$ cat src/rtl/logic_bus_arb_pkg.sv
// Shared definitions for the logic register bus arbiter: bus width defaults,
// arbiter FSM encoding and an index-width helper.
// Imported by logic_bus_arb and logic_bus_arb_rr.
package logic_bus_arb_pkg;

   localparam int LB_ADR_W = 12;
   localparam int LB_DAT_W = 16;

   // S_LOCK is the locked-idle wait: grant held between burst handshakes.
   typedef enum logic [2:0] {
      S_IDLE = 3'd0,
      S_XFER = 3'd1,
      S_ACK  = 3'd2,
      S_REL  = 3'd3,
      S_LOCK = 3'd4
   } arb_state_t;

   // Width of a master index; never below one bit.
   function automatic int idx_w(input int n);
      return (n > 1) ? $clog2(n) : 1;
   endfunction

endpackage

$ cat src/rtl/logic_bus_arb_rr.sv
// Round-robin picker: one-hot winner among req, searching upward from the
// index after last (wrapping). Purely combinational, no state.
// Ports: req (request vector), last (last-served index), win (one-hot winner, 0 if no req).
module logic_bus_arb_rr
   import logic_bus_arb_pkg::*;
#(
   parameter int N  = 2,
   parameter int IW = idx_w(N)
) (
   input  logic [N-1:0]  req,
   input  logic [IW-1:0] last,
   output logic [N-1:0]  win
);

   // Walk distances from farthest to nearest so the nearest requester after
   // 'last' is written last and therefore wins.
   always_comb begin
      win = '0;
      for (int k = N; k >= 1; k--) begin
         for (int i = 0; i < N; i++) begin
            if (req[i] && (((int'(last) + k) % N) == i)) begin
               win    = '0;
               win[i] = 1'b1;
            end
         end
      end
   end

endmodule

$ cat src/rtl/logic_bus_arb.sv
// Round-robin arbiter sharing the logic register bus between N_MST masters and
// one register-file slave. Grant held for one 4-phase handshake, or a locked burst.
// Slave outputs registered (1-cycle latency from request); m_ack/m_rd_data combinational.
// Ports: clk, rst (sync, active high); m_* per-master request side (packed, master i
// at [i*W +: W]); s_* slave side; gnt one-hot grant; err_timeout abort pulse.
// Optional feature: define ARB_TIMEOUT_EN to abort a transfer stuck for
// P_TIMEOUT_CNT cycles in one handshake phase; otherwise err_timeout is tied 0.
module logic_bus_arb
   import logic_bus_arb_pkg::*;
#(
   parameter int N_MST         = 2,
   parameter int P_ADR_W       = LB_ADR_W,
   parameter int P_DAT_W       = LB_DAT_W,
   parameter int P_TIMEOUT_CNT = 4096
) (
   input  logic                       clk,
   input  logic                       rst,
   input  logic [N_MST-1:0]           m_wr_req,
   input  logic [N_MST-1:0]           m_rd_req,
   input  logic [N_MST-1:0]           m_lock,
   input  logic [N_MST*P_ADR_W-1:0]   m_adr,
   input  logic [N_MST*P_DAT_W-1:0]   m_wr_data,
   output logic [N_MST-1:0]           m_ack,
   output logic [P_DAT_W-1:0]         m_rd_data,
   output logic                       s_wr_req,
   output logic                       s_rd_req,
   output logic [P_ADR_W-1:0]         s_adr,
   output logic [P_DAT_W-1:0]         s_wr_data,
   input  logic                       s_ack,
   input  logic [P_DAT_W-1:0]         s_rd_data,
   output logic [N_MST-1:0]           gnt,
   output logic                       err_timeout
);

   localparam int IW = idx_w(N_MST);

   arb_state_t            state, state_nxt;
   logic [N_MST-1:0]      req_v, win, gnt_nxt;
   logic [IW-1:0]         win_idx, gnt_idx, gnt_idx_nxt, last_idx, last_idx_nxt, ld_idx;
   logic                  ld;
   logic                  g_wr, g_rd, g_lock;
   logic                  s_wr_req_nxt, s_rd_req_nxt;
   logic [P_ADR_W-1:0]    s_adr_nxt;
   logic [P_DAT_W-1:0]    s_wr_data_nxt;
   logic                  abort, abort_nxt;
   logic                  tmo;
   logic [P_ADR_W-1:0]    adr_a [N_MST];
   logic [P_DAT_W-1:0]    dat_a [N_MST];

   assign m_ack     = {N_MST{s_ack}} & gnt;
   assign m_rd_data = s_rd_data;
   assign req_v     = m_wr_req | m_rd_req;

   always_comb begin
      for (int i = 0; i < N_MST; i++) begin
         adr_a[i] = m_adr[i*P_ADR_W +: P_ADR_W];
         dat_a[i] = m_wr_data[i*P_DAT_W +: P_DAT_W];
      end
   end

   logic_bus_arb_rr #(.N(N_MST), .IW(IW)) u_rr (
      .req  (req_v),
      .last (last_idx),
      .win  (win)
   );

   always_comb begin
      win_idx = '0;
      for (int i = 0; i < N_MST; i++) begin
         if (win[i]) win_idx = IW'(i);
      end
   end

   // Request/lock of the currently granted master.
   assign g_wr   = m_wr_req[gnt_idx];
   assign g_rd   = m_rd_req[gnt_idx] & ~m_wr_req[gnt_idx];
   assign g_lock = m_lock[gnt_idx];

`ifdef ARB_TIMEOUT_EN
   localparam int TW = $clog2(P_TIMEOUT_CNT + 1);
   logic [TW-1:0] tcnt;
   logic          err_q;

   // Fires on the last allowed cycle of an XFER/ACK phase.
   assign tmo = ((state == S_XFER) || (state == S_ACK)) &&
                (tcnt == TW'(P_TIMEOUT_CNT - 1));

   always_ff @(posedge clk) begin
      if (rst) begin
         tcnt  <= '0;
         err_q <= 1'b0;
      end else begin
         err_q <= tmo;
         if (state_nxt != state)
            tcnt <= '0;
         else if ((state == S_XFER) || (state == S_ACK))
            tcnt <= tcnt + 1'b1;
      end
   end

   assign err_timeout = err_q;
`else
   assign tmo         = 1'b0;
   assign err_timeout = 1'b0;
`endif

   always_comb begin
      state_nxt     = state;
      gnt_nxt       = gnt;
      gnt_idx_nxt   = gnt_idx;
      last_idx_nxt  = last_idx;
      s_wr_req_nxt  = s_wr_req;
      s_rd_req_nxt  = s_rd_req;
      s_adr_nxt     = s_adr;
      s_wr_data_nxt = s_wr_data;
      abort_nxt     = abort;
      ld            = 1'b0;
      ld_idx        = gnt_idx;

      case (state)
         S_IDLE: begin
            if (|req_v) begin
               gnt_nxt     = win;
               gnt_idx_nxt = win_idx;
               ld          = 1'b1;
               ld_idx      = win_idx;
               state_nxt   = S_XFER;
            end
         end
         S_XFER: begin
            if (s_ack) state_nxt = S_ACK;
         end
         S_ACK: begin
            // Follow the master's request, but never re-assert while ack is high.
            s_wr_req_nxt = g_wr & ~s_ack;
            s_rd_req_nxt = g_rd & ~s_ack;
            if (!s_ack && !(g_wr || g_rd)) state_nxt = S_REL;
         end
         S_REL: begin
            last_idx_nxt = gnt_idx;
            if (abort) begin
               // Aborted transfer: wait for the slave to let go of ack.
               if (!s_ack) begin
                  abort_nxt = 1'b0;
                  state_nxt = S_IDLE;
               end
            end else if (g_lock) begin
               state_nxt = S_LOCK;
            end else begin
               gnt_nxt   = '0;
               state_nxt = S_IDLE;
            end
         end
         S_LOCK: begin
            // Other masters are ignored while the owner keeps lock.
            if (!g_lock) begin
               gnt_nxt   = '0;
               state_nxt = S_IDLE;
            end else if (g_wr || g_rd) begin
               ld        = 1'b1;
               state_nxt = S_XFER;
            end
         end
         default: state_nxt = S_IDLE;
      endcase

      // Address/data re-sampled on every entry to S_XFER.
      if (ld) begin
         s_wr_req_nxt  = m_wr_req[ld_idx];
         s_rd_req_nxt  = m_rd_req[ld_idx] & ~m_wr_req[ld_idx];
         s_adr_nxt     = adr_a[ld_idx];
         s_wr_data_nxt = dat_a[ld_idx];
      end

      // Timeout overrides everything, including lock.
      if (tmo) begin
         s_wr_req_nxt = 1'b0;
         s_rd_req_nxt = 1'b0;
         gnt_nxt      = '0;
         abort_nxt    = 1'b1;
         state_nxt    = S_REL;
      end
   end

   always_ff @(posedge clk) begin
      if (rst) begin
         state     <= S_IDLE;
         gnt       <= '0;
         gnt_idx   <= '0;
         last_idx  <= IW'(N_MST - 1);
         s_wr_req  <= 1'b0;
         s_rd_req  <= 1'b0;
         s_adr     <= '0;
         s_wr_data <= '0;
         abort     <= 1'b0;
      end else begin
         state     <= state_nxt;
         gnt       <= gnt_nxt;
         gnt_idx   <= gnt_idx_nxt;
         last_idx  <= last_idx_nxt;
         s_wr_req  <= s_wr_req_nxt;
         s_rd_req  <= s_rd_req_nxt;
         s_adr     <= s_adr_nxt;
         s_wr_data <= s_wr_data_nxt;
         abort     <= abort_nxt;
      end
   end

endmodule

$ cat config.mk
export PLATFORM = sky130hd
export DESIGN_NAME = logic_bus_arb
export DESIGN_NICKNAME = d
export VERILOG_FILES = /design/src/rtl/logic_bus_arb_pkg.sv /design/src/rtl/logic_bus_arb_rr.sv /design/src/rtl/logic_bus_arb.sv
export SDC_FILE = /design/constraint.sdc
export NUM_CORES = 1
export LEC_CHECK = 0
export BUFFER_PORTS_ARGS = -buffer_cell sky130_fd_sc_hd__buf_2
export CAP_MARGIN = 5
export CORE_ASPECT_RATIO = 1.75
export CORE_MARGIN = 1.5
export CORE_UTILIZATION = 40
export CTS_CLUSTER_DIAMETER = 80
export DETAILED_ROUTE_END_ITERATION = 10
export PLACE_DENSITY_LB_ADDON = 0.05
export SLEW_MARGIN = 40
export SYNTH_ARGS = -nofsm -noshare
export SYNTH_HDL_FRONTEND = slang
export SYNTH_SLANG_ARGS = --single-unit
$ cat constraint.sdc
create_clock -name clk -period 1.8 [get_ports clk]
set_input_delay 0.18 -clock clk [delete_from_list [all_inputs] [get_ports clk]]
set_output_delay 0.18 -clock clk [all_outputs]
set_load 0.01 [all_outputs]
# After elaboration in Yosys (flattened, before gate mapping)
# Index checks and enable logic that the tools add are counted.
# W data, S select, Z words.
[op_classes]
eq_ne = 12
addsub = 2
bitwise = 12
n_reduce_logical = 16
order_cmp = 3
n_mux = 46
[op_table]
columns = ["operator", "n"]
rows = [
  ["$logic_not A32 Y1", 2],
  ["$mux W16", 3],
  ["$mux W12", 3],
  ["$mux W3", 8],
  ["$mux W1", 23],
  ["$pmux W3 S5", 1],
  ["$mux W2", 6],
  ["$ne A2 B2 Y1 const B", 4],
  ["$eq A3 B2 Y1 const B", 2],
  ["$ne A3 B3 Y1 const B", 2],
  ["$pmux W2 S3", 1],
  ["$logic_and A1 B1 Y1", 5],
  ["$reduce_and A5 Y1", 1],
  ["$and A1 B1 Y1", 4],
  ["$eq A2 B2 Y1 const B", 2],
  ["$lt A1 B2 Y1 const B", 2],
  ["$eq A3 B1 Y1 const B", 1],
  ["$eq A3 B3 Y1 const B", 1],
  ["$logic_not A3 Y1", 1],
  ["$not A1 Y1", 3],
  ["$reduce_and A3 Y1", 1],
  ["$reduce_bool A3 Y1", 1],
  ["$add A1 B1 Y1 const B", 2],
  ["$and A1 B1 Y1 const A", 2],
  ["other kinds (9)", 10],
]
[word_totals]
out_inout_bits = 51
register_bits = 38
wordCells = 100

# Logic depth before layout (Yosys ltp)
# Gate-level depths: netlist (run 1).
[logic_depth]
word_depth = 16
ltp_mapped = 8
mapped_depth_nobuf = 5

# By module
# Synthesis (run 1) repeated with hierarchy kept, for this count alone.
[hier_totals]
hier_cells = 324
area_unflattened_um2 = 2561.2
[by_module_without_submodules]
columns = ["module", "instances", "area_each_um2", "cells_each"]
rows = [
  ["logic_bus_arb", 1, 2542.4, 321],
  ["logic_bus_arb_rr", 1, 18.8, 3],
]

# Worst setup path before layout (run 1)
# No wires, ideal clock.
[synth_timing]
kind = "register to register"
from = "register state[0]"
to = "register s_wr_data[11]"
period_less_slack_ps = 1660
arrival_time_ps = 1509
n_path_buf = 2
required_time_ps = 1648
slack_ps = 140
setup_time_ps = 152
stages_incl_launch_ff = 8
cell_sequence = "dfxtp_1 > buf_6 > or3_4 > o21ai_2 > nand2_1 > buf_4 > a21oi_1 > a221oi_2"
[synth_between]
elab_chain_cells = 6
word_cells_on_any_way = 8
cone_classes = "eq/ne (1); mux (5); bitwise (1); reduce/logical (1)"
[synth_rtl]
columns = ["item", "line", "rtl"]
rows = [
  ["start, declared", "logic_bus_arb.sv:37", "arb_state_t state, state_nxt;"],
  ["start signal, assigned", "logic_bus_arb.sv:197", "state <= state_nxt;"],
  ["$logic_not A3 Y1", "logic_bus_arb.sv:120", "case (state)"],
  ["$mux W1", "n/a", ""],
  ["$not A1 Y2 (not written as such)", "logic_bus_arb.sv:172", "s_wr_data_nxt = dat_a[ld_idx];"],
  ["$mux W16 (not written as such) (3 in a row)", "logic_bus_arb.sv:172", ""],
  ["end signal, assigned", "logic_bus_arb.sv:204", "s_wr_data <= s_wr_data_nxt;"],
  ["end, declared", "logic_bus_arb.sv:28", "output logic [P_DAT_W-1:0] s_wr_data,"],
]
# Parallel ways exist; a longest one is shown, timed or not. The select of a mux whose other input is x is not followed.
# A chain may end at the register's enable or synchronous reset.

# Worst setup path in the final report (run 1)
[layout_timing]
from = "register state[2]"
to = "register s_adr[8]"
[layout_between]
elab_chain_cells = 6
word_cells_on_any_way = 8
cone_classes = "eq/ne (1); mux (5); bitwise (1); reduce/logical (1)"
[layout_rtl]
columns = ["item", "line", "rtl"]
rows = [
  ["$logic_not A3 Y1", "logic_bus_arb.sv:120", ""],
  ["$mux W1", "n/a", ""],
  ["$not A1 Y2 (not written as such)", "logic_bus_arb.sv:171", "s_adr_nxt = adr_a[ld_idx];"],
  ["$mux W12 (not written as such) (3 in a row)", "logic_bus_arb.sv:171", ""],
  ["end signal, assigned", "logic_bus_arb.sv:203", "s_adr <= s_adr_nxt;"],
  ["end, declared", "logic_bus_arb.sv:27", "output logic [P_ADR_W-1:0] s_adr,"],
]
# Parallel ways exist; a longest one is shown, timed or not. The select of a mux whose other input is x is not followed.

==> impl_results.md, run 1 <==
* Total net switching power at 956 uW
* Most used DFF post-synth: dfxtp_1
* Drt first-iter violations at 42
* Area leader, netlist: dfxtp_1
* Largest net degree at the start of global routing at 34
* Post-synthesis sequential area ratio at 34.0%
* Syn Nets at 336
* Final hold slack at 0.138 ns
* Leakage power at 1.32 nW
* Number of library cell types mapped by synthesis at 39
* Die ar. at 0.00606 sq mm
* Dpl hpwl at 4600 um
* Fillers at 576
* RR Startpoint: state[2]
* Antenna cells at 0
* CTS Sinks at 38
* Critical path type: reg2reg
* Post-CTS Setup Repair Bufs at 0
* Max layer used: met4
* Crit path buf inv count at 1
* Mapped Area at 0.00223 sq mm
* Hold Crit Start: m_wr_data[8]
* Horiz. Die Dim at 59.5 um
* Worst-skew pair later-pin latency at 0.29 ns
* Area contributors post-synth: dfxtp_1 (34%), a221oi_2 (18%), buf_4 (7.4%)
* Gate power share at 38.7%
* Post-synth top area share at 34.0%
* FMAX at 0.604 GHz
* Ports at 132
* Grt total ovfl at 0
* Critical Path RT at 1.94 ns
* Via-to-Cell Ratio at 5.05
* Final Setup Violations at 0
* CP Data Arrival Time at 1.79 ns
* Unrepaired setup endpoints after global routing: no
* Synthesized area per cell at 8.76 sq um
* Max-cap violations at 0
* DRC violations left at 0
* Met2 WL at 3430 um
* Worst Setup Start Kind: flip-flop
* CP top delay family: simple AND/OR/NAND/NOR gates
* CP endpoint kind: flip-flop
* Met3 wire len at 262 um
* Row cnt at 35
* Number of hold violations in the final report at 0
* Share of layout cells above drive strength 1 at 46.7%
* Period Utilization, post-route at 91.9%
* Top-count cell post-synth: dfxtp_1
* Sw Share at 35.2%
* Initial antenna violation count at 0
* Worst-Margin Slew at 0.686 ns
* Fin. max-slew vios at 0
* Clock power share at 22.8%
* Post-layout min period at 1.65 ns
* Number of H-tree levels at 2
* Vias at 2115
* YS warnings at 0
* Core footprint at 0.00534 sq mm
* Post-DRT Antenna Nets at 0
* Slew HR at 54.3%
* Crit-path max FO at 27
* Worst vdd ir at 0.000439 V
* Commonest cells post-synth: dfxtp_1 (38), a21oi_1 (32), nand2_1 (32)
* Cts repair resizes at 0
* First-pass GRT wire length at 9340 um
* CTS tree: built
* Syn Inst Count at 255
* Maximum clock path buffer count at 2
* Routability cong. at 0.812
* Sequential cell fraction of total power at 38.5%
* Starting density of the core at 41.8%
* Die Span Y at 102 um
* Internal Power at 1.76 mW
* Power per cell area at 947 mW/mm^2
* Count of input and output buffers at 98
* Root Driver: clkbuf_8
* FFs w/ async S/R, synth at 0%
* CTS Hold Bufs at 0
* Setup_tns at 0 ns
* CTS buffer count at 5
* Clk slew on worst S/H paths at 0.08 ns
* Total GRT Usage at 20.0%
* Worst Setup SP: state[2]
* Largest stage delay, worst path at 0.43 ns
* EDFF count, synth at 0
* Post-Route WL at 5970 um
* Clk_skew at 0.00400 ns
* Nets@finish at 425
* WL/cell at 14.3 um
* Hold crit path type: in2reg
* Status: finished, final reports clean
* M1 wire length at 2140 um
* Worst-path cell chain: or3_4 -> o21ai_4 -> nand2_1 -> buf_12 -> a21oi_1 -> a221oi_2
* Worst path slowest cell: or3_4
* Yosys reg bits at 38
* Area grow syn2layout at 28.1%
* First-pass DRT Iterations at 4
* Number of global-route vias before repair at 2031
-- power groups by stage --
stage | clock, mW | sequential [mW] | combinational, mW
6_report | 0.619 | 1.04 | 1.05
3_5_place_dp | 0 | 1.06 | 1.06
5_1_grt | 0.675 | 1.06 | 1.16
3_3_place_gp | 0 | 1.06 | 1.05
2_1_floorplan | 0 | 1.11 | 0.680
4_1_cts | 0.642 | 1.04 | 1.06
-- per-layer routing --
metal  up-vias  global-route usage [%]
li1       1059                       -
met1       983                    19.7
met2        62                    39.2
met3        11                    3.54
met4         0                    7.86
met5         -                       0
-- final timing paths --
check                   to  slack (ns)  cells past startpoint
min reg2reg  s_wr_data[11]        0.46                      2
min           s_wr_data[8]        0.14                      3
max reg2reg       s_adr[8]        0.15                      6
max               s_adr[8]        0.15                      6
-- worst min-delay path: cells and delay by family --
kind	cells	cell delay (ns)
AND/OR/NAND/NOR	1	0.06
AO/OA/AOI/OAI	1	0.05
buffers and inverters	1	0.09
-- per-stage QoR --
stage | instances | cell area, sq um | power (mW) | setup WS, ns | utilization [%]
floorplan | 255 | 2230 | 1.79 | 0.140 | -
finish | 419 | 2860 | 2.71 | 0.145 | 53.6
global route | 419 | 2860 | 2.90 | 0.0138 | 53.6
detailed placement | 411 | 2750 | 2.12 | 0.0373 | 51.5
global placement | 411 | 2750 | 2.11 | 0.0775 | 51.5
CTS | 419 | 2850 | 2.74 | 0.0581 | 53.3
-- cells by family after synthesis --
group | Yosys count | share of synthesized area [%]
flops | 38 | 34.0
buf+inv | 66 | 16.9
other cells | 1 | 0.168
mux | 2 | 0.896
compound gates | 80 | 33.4
simple gates | 68 | 14.6
-- flip-flops by register name, indices dropped and copies added (netlist names) --
signal     count
s_wr_data     16
s_adr         12
state          3
gnt            2
abort          1
gnt_idx        1
last_idx       1
s_rd_req       1
s_wr_req       1
-- placed cells by master, fill, tap and decap left out, types with 2 or more instances in the layout --
cell,n
a211oi_1,2
a21oi_1,32
a221oi_2,27
and2_1,2
buf_12,4
buf_2,98
buf_4,16
clkbuf_8,6
dfxtp_1,38
inv_1,30
mux2i_1,2
nand2_1,32
nand2b_1,2
nand3_1,5
nand3b_1,2
nor2_1,9
nor2b_1,2
nor3_1,5
nor3b_1,2
o211ai_1,3
o21ai_0,5
-- area by class of cell --
cell class              count  area (sq um)  area share [%]
clock buffers               6          82.6            2.88
flip-flops and latches     38           761            26.6
inverters                  30           113            3.93
repair buffers            118           691            24.1
well taps                  74          92.6            3.23
multi-input cells         151          1110            38.8
clock inverters             2          12.5           0.437
Power figures use the tool's default switching activity.
==> run 2: changes to the inputs <==
--- a/config.mk
+++ b/config.mk
@@ -12,7 +12,8 @@
 export CORE_UTILIZATION = 40
 export CTS_CLUSTER_DIAMETER = 80
 export DETAILED_ROUTE_END_ITERATION = 10
-export PLACE_DENSITY_LB_ADDON = 0.05
+export PLACE_DENSITY = 0.78
+export RECOVER_POWER = 25
 export SLEW_MARGIN = 40
 export SYNTH_ARGS = -nofsm -noshare
 export SYNTH_HDL_FRONTEND = slang
==> impl_results.md, run 2 (synthesis gave the netlist of run 1 again) <==
* Fillers at 519
* Grt total ovfl at 0
* Initial antenna violation count at 0
* Core footprint at 0.00534 sq mm
* Die ar. at 0.00606 sq mm
* Post-layout min period at 1.69 ns
* Root Driver: clkbuf_8
* Antenna cells at 0
* Final Setup Violations at 0
* WL/cell at 13.7 um
* Number of global-route vias before repair at 2017
* Die Span Y at 102 um
* Largest net degree at the start of global routing at 35
* Clk slew on worst S/H paths at 0.08 ns
* Horiz. Die Dim at 59.5 um
* Clk_skew at 0.00560 ns
* Maximum clock path buffer count at 2
* Total GRT Usage at 18.6%
* Finished Layout Cells at 412
* Slew HR at 64.6%
* Fin. max-slew vios at 0
* Number of hold violations in the final report at 0
* Area grow syn2layout at 26.8%
* First-pass GRT wire length at 8680 um
* Unrepaired setup endpoints after global routing: no
* Worst vdd ir at 0.000411 V
* Setup_tns at 0 ns
* CTS tree: built
* Nets@finish at 418
* Max-cap violations at 0
* CP Data Arrival Time at 1.88 ns
* Largest Register: s_wr_data
* First-pass DRT Iterations at 4
* CP endpoint kind: flip-flop
* CTS buffer count at 5
* FMAX at 0.592 GHz
* Hold crit path type: in2reg
* Row cnt at 35
* Starting density of the core at 41.8%
* Dpl hpwl at 4320 um
* M3 GR Usage at 3.42%
* Power per cell area at 1030 mW/mm^2
* Critical Path RT at 1.99 ns
* Ports at 132
* Worst-Margin Slew at 0.530 ns
* Leakage power at 1.28 nW
* DRC violations left at 0
* Period Utilization, post-route at 93.9%
* Critical path type: reg2reg
* Number of H-tree levels at 2
* Met2 usage at 33.9%
* Top Registers: s_wr_data x16, s_adr x12, state x3
* CTS Sinks at 38
* Worst Setup Start Kind: flip-flop
* Global routing's busiest layer: met2
* Leading cell types in the layout, fill and taps excluded: buf_2 (92), dfxtp_1 (37), nand2_1 (32), a21oi_1 (32), inv_1 (30)
* Status: finished, final reports clean
* Drt first-iter violations at 107
* Vias at 2130
* Count of input and output buffers at 98
* Crit-path max FO at 27
* Placed insts at 404
* Share of layout cells above drive strength 1 at 43.8%
* Worst-skew pair later-pin latency at 0.29 ns
* Number of flip-flops in the largest register at 16
* Via-to-Cell Ratio at 5.17
* Commonest non-fill, non-tap cell in the layout: buf_2
* Reg-to-reg slack, setup at 0.11 ns
* Post-DRT Antenna Nets at 0
* Met1 usage at 18.0%
* Post-Route WL at 5650 um
* CTS Hold Bufs at 0
* Routability cong. at 0.838
-- run 2: changes by cell type in the layout (fill, tap and decap cells not counted), sizes merged --
cell      before  now
buf          118  105
clkbuf         6   11
bufinv         0    2
clkinvlp       1    0
-- run 2: path summary, 6_finish.rpt --
check,cells after the start,end,from
setup / recovery,6,s_adr[7],state[2]
hold / removal,3,s_wr_data[11],m_wr_data[11]
setup reg to reg,6,s_adr[7],state[2]
hold reg to reg,2,s_wr_data[8],s_wr_data[8]
-- run 2: report_power, final --
group          internal, mW  switching, mW  leakage (nW)  total, mW
combinational         0.442          0.569         0.898       1.01
sequential            0.973         0.0679         0.316       1.04
clock                 0.555          0.311        0.0683      0.867
total                  1.97          0.948          1.28       2.92
-- run 2: metrics by stage --
step | hold WS [ns] | total power [mW] | worst slack [ns] | instance area, sq um | utilization, %
5_1_grt | 0.132 | 3.10 | 0.00537 | 2830 | 53.0
6_report | 0.143 | 2.92 | 0.110 | 2830 | 53.0
3_3_place_gp | 0.360 | 2.05 | 0.0651 | 2700 | 50.5
4_1_cts | 0.134 | 2.95 | 0.0303 | 2840 | 53.1
2_1_floorplan | 0.334 | 1.79 | 0.140 | 2230 | -
3_5_place_dp | 0.360 | 2.08 | 0.00130 | 2700 | 50.5
-- run 2: layer usage --
metal / up-vias / part of all wire, %
met5: - / 0
met4: 0 / 4.4
met3: 18 / 6.0
met2: 75 / 54
met1: 996 / 35
li1: 1041 / -
-- run 2: worst max-delay path, stage by stage (launching register included) --
cell and delay (ns):
dfxtp_2 0.35, or3_4 0.41, o21ai_2 0.17, and2_4 0.19
buf_12 0.17, nand2_1 0.08, a221oi_2 0.23
-- run 2: cell type report --
type / instances / area [sq um] / area share (%)
Tap cell: 74 / 92.6 / 3.27
Clock buffer: 5 / 68.8 / 2.43
Clock inverter: 3 / 68.8 / 2.43
Multi-Input combinational cell: 151 / 1100 / 38.8
Sequential cell: 38 / 762 / 26.9
Timing Repair Buffer: 111 / 631 / 22.3
Inverter: 30 / 113 / 3.97
-- run 2: repair_timing --
action / in CTS / in global routing
resized for setup: 0 / 2
endpoints found under the setup margin: 0 / 27
setup buffers: 0 / 0
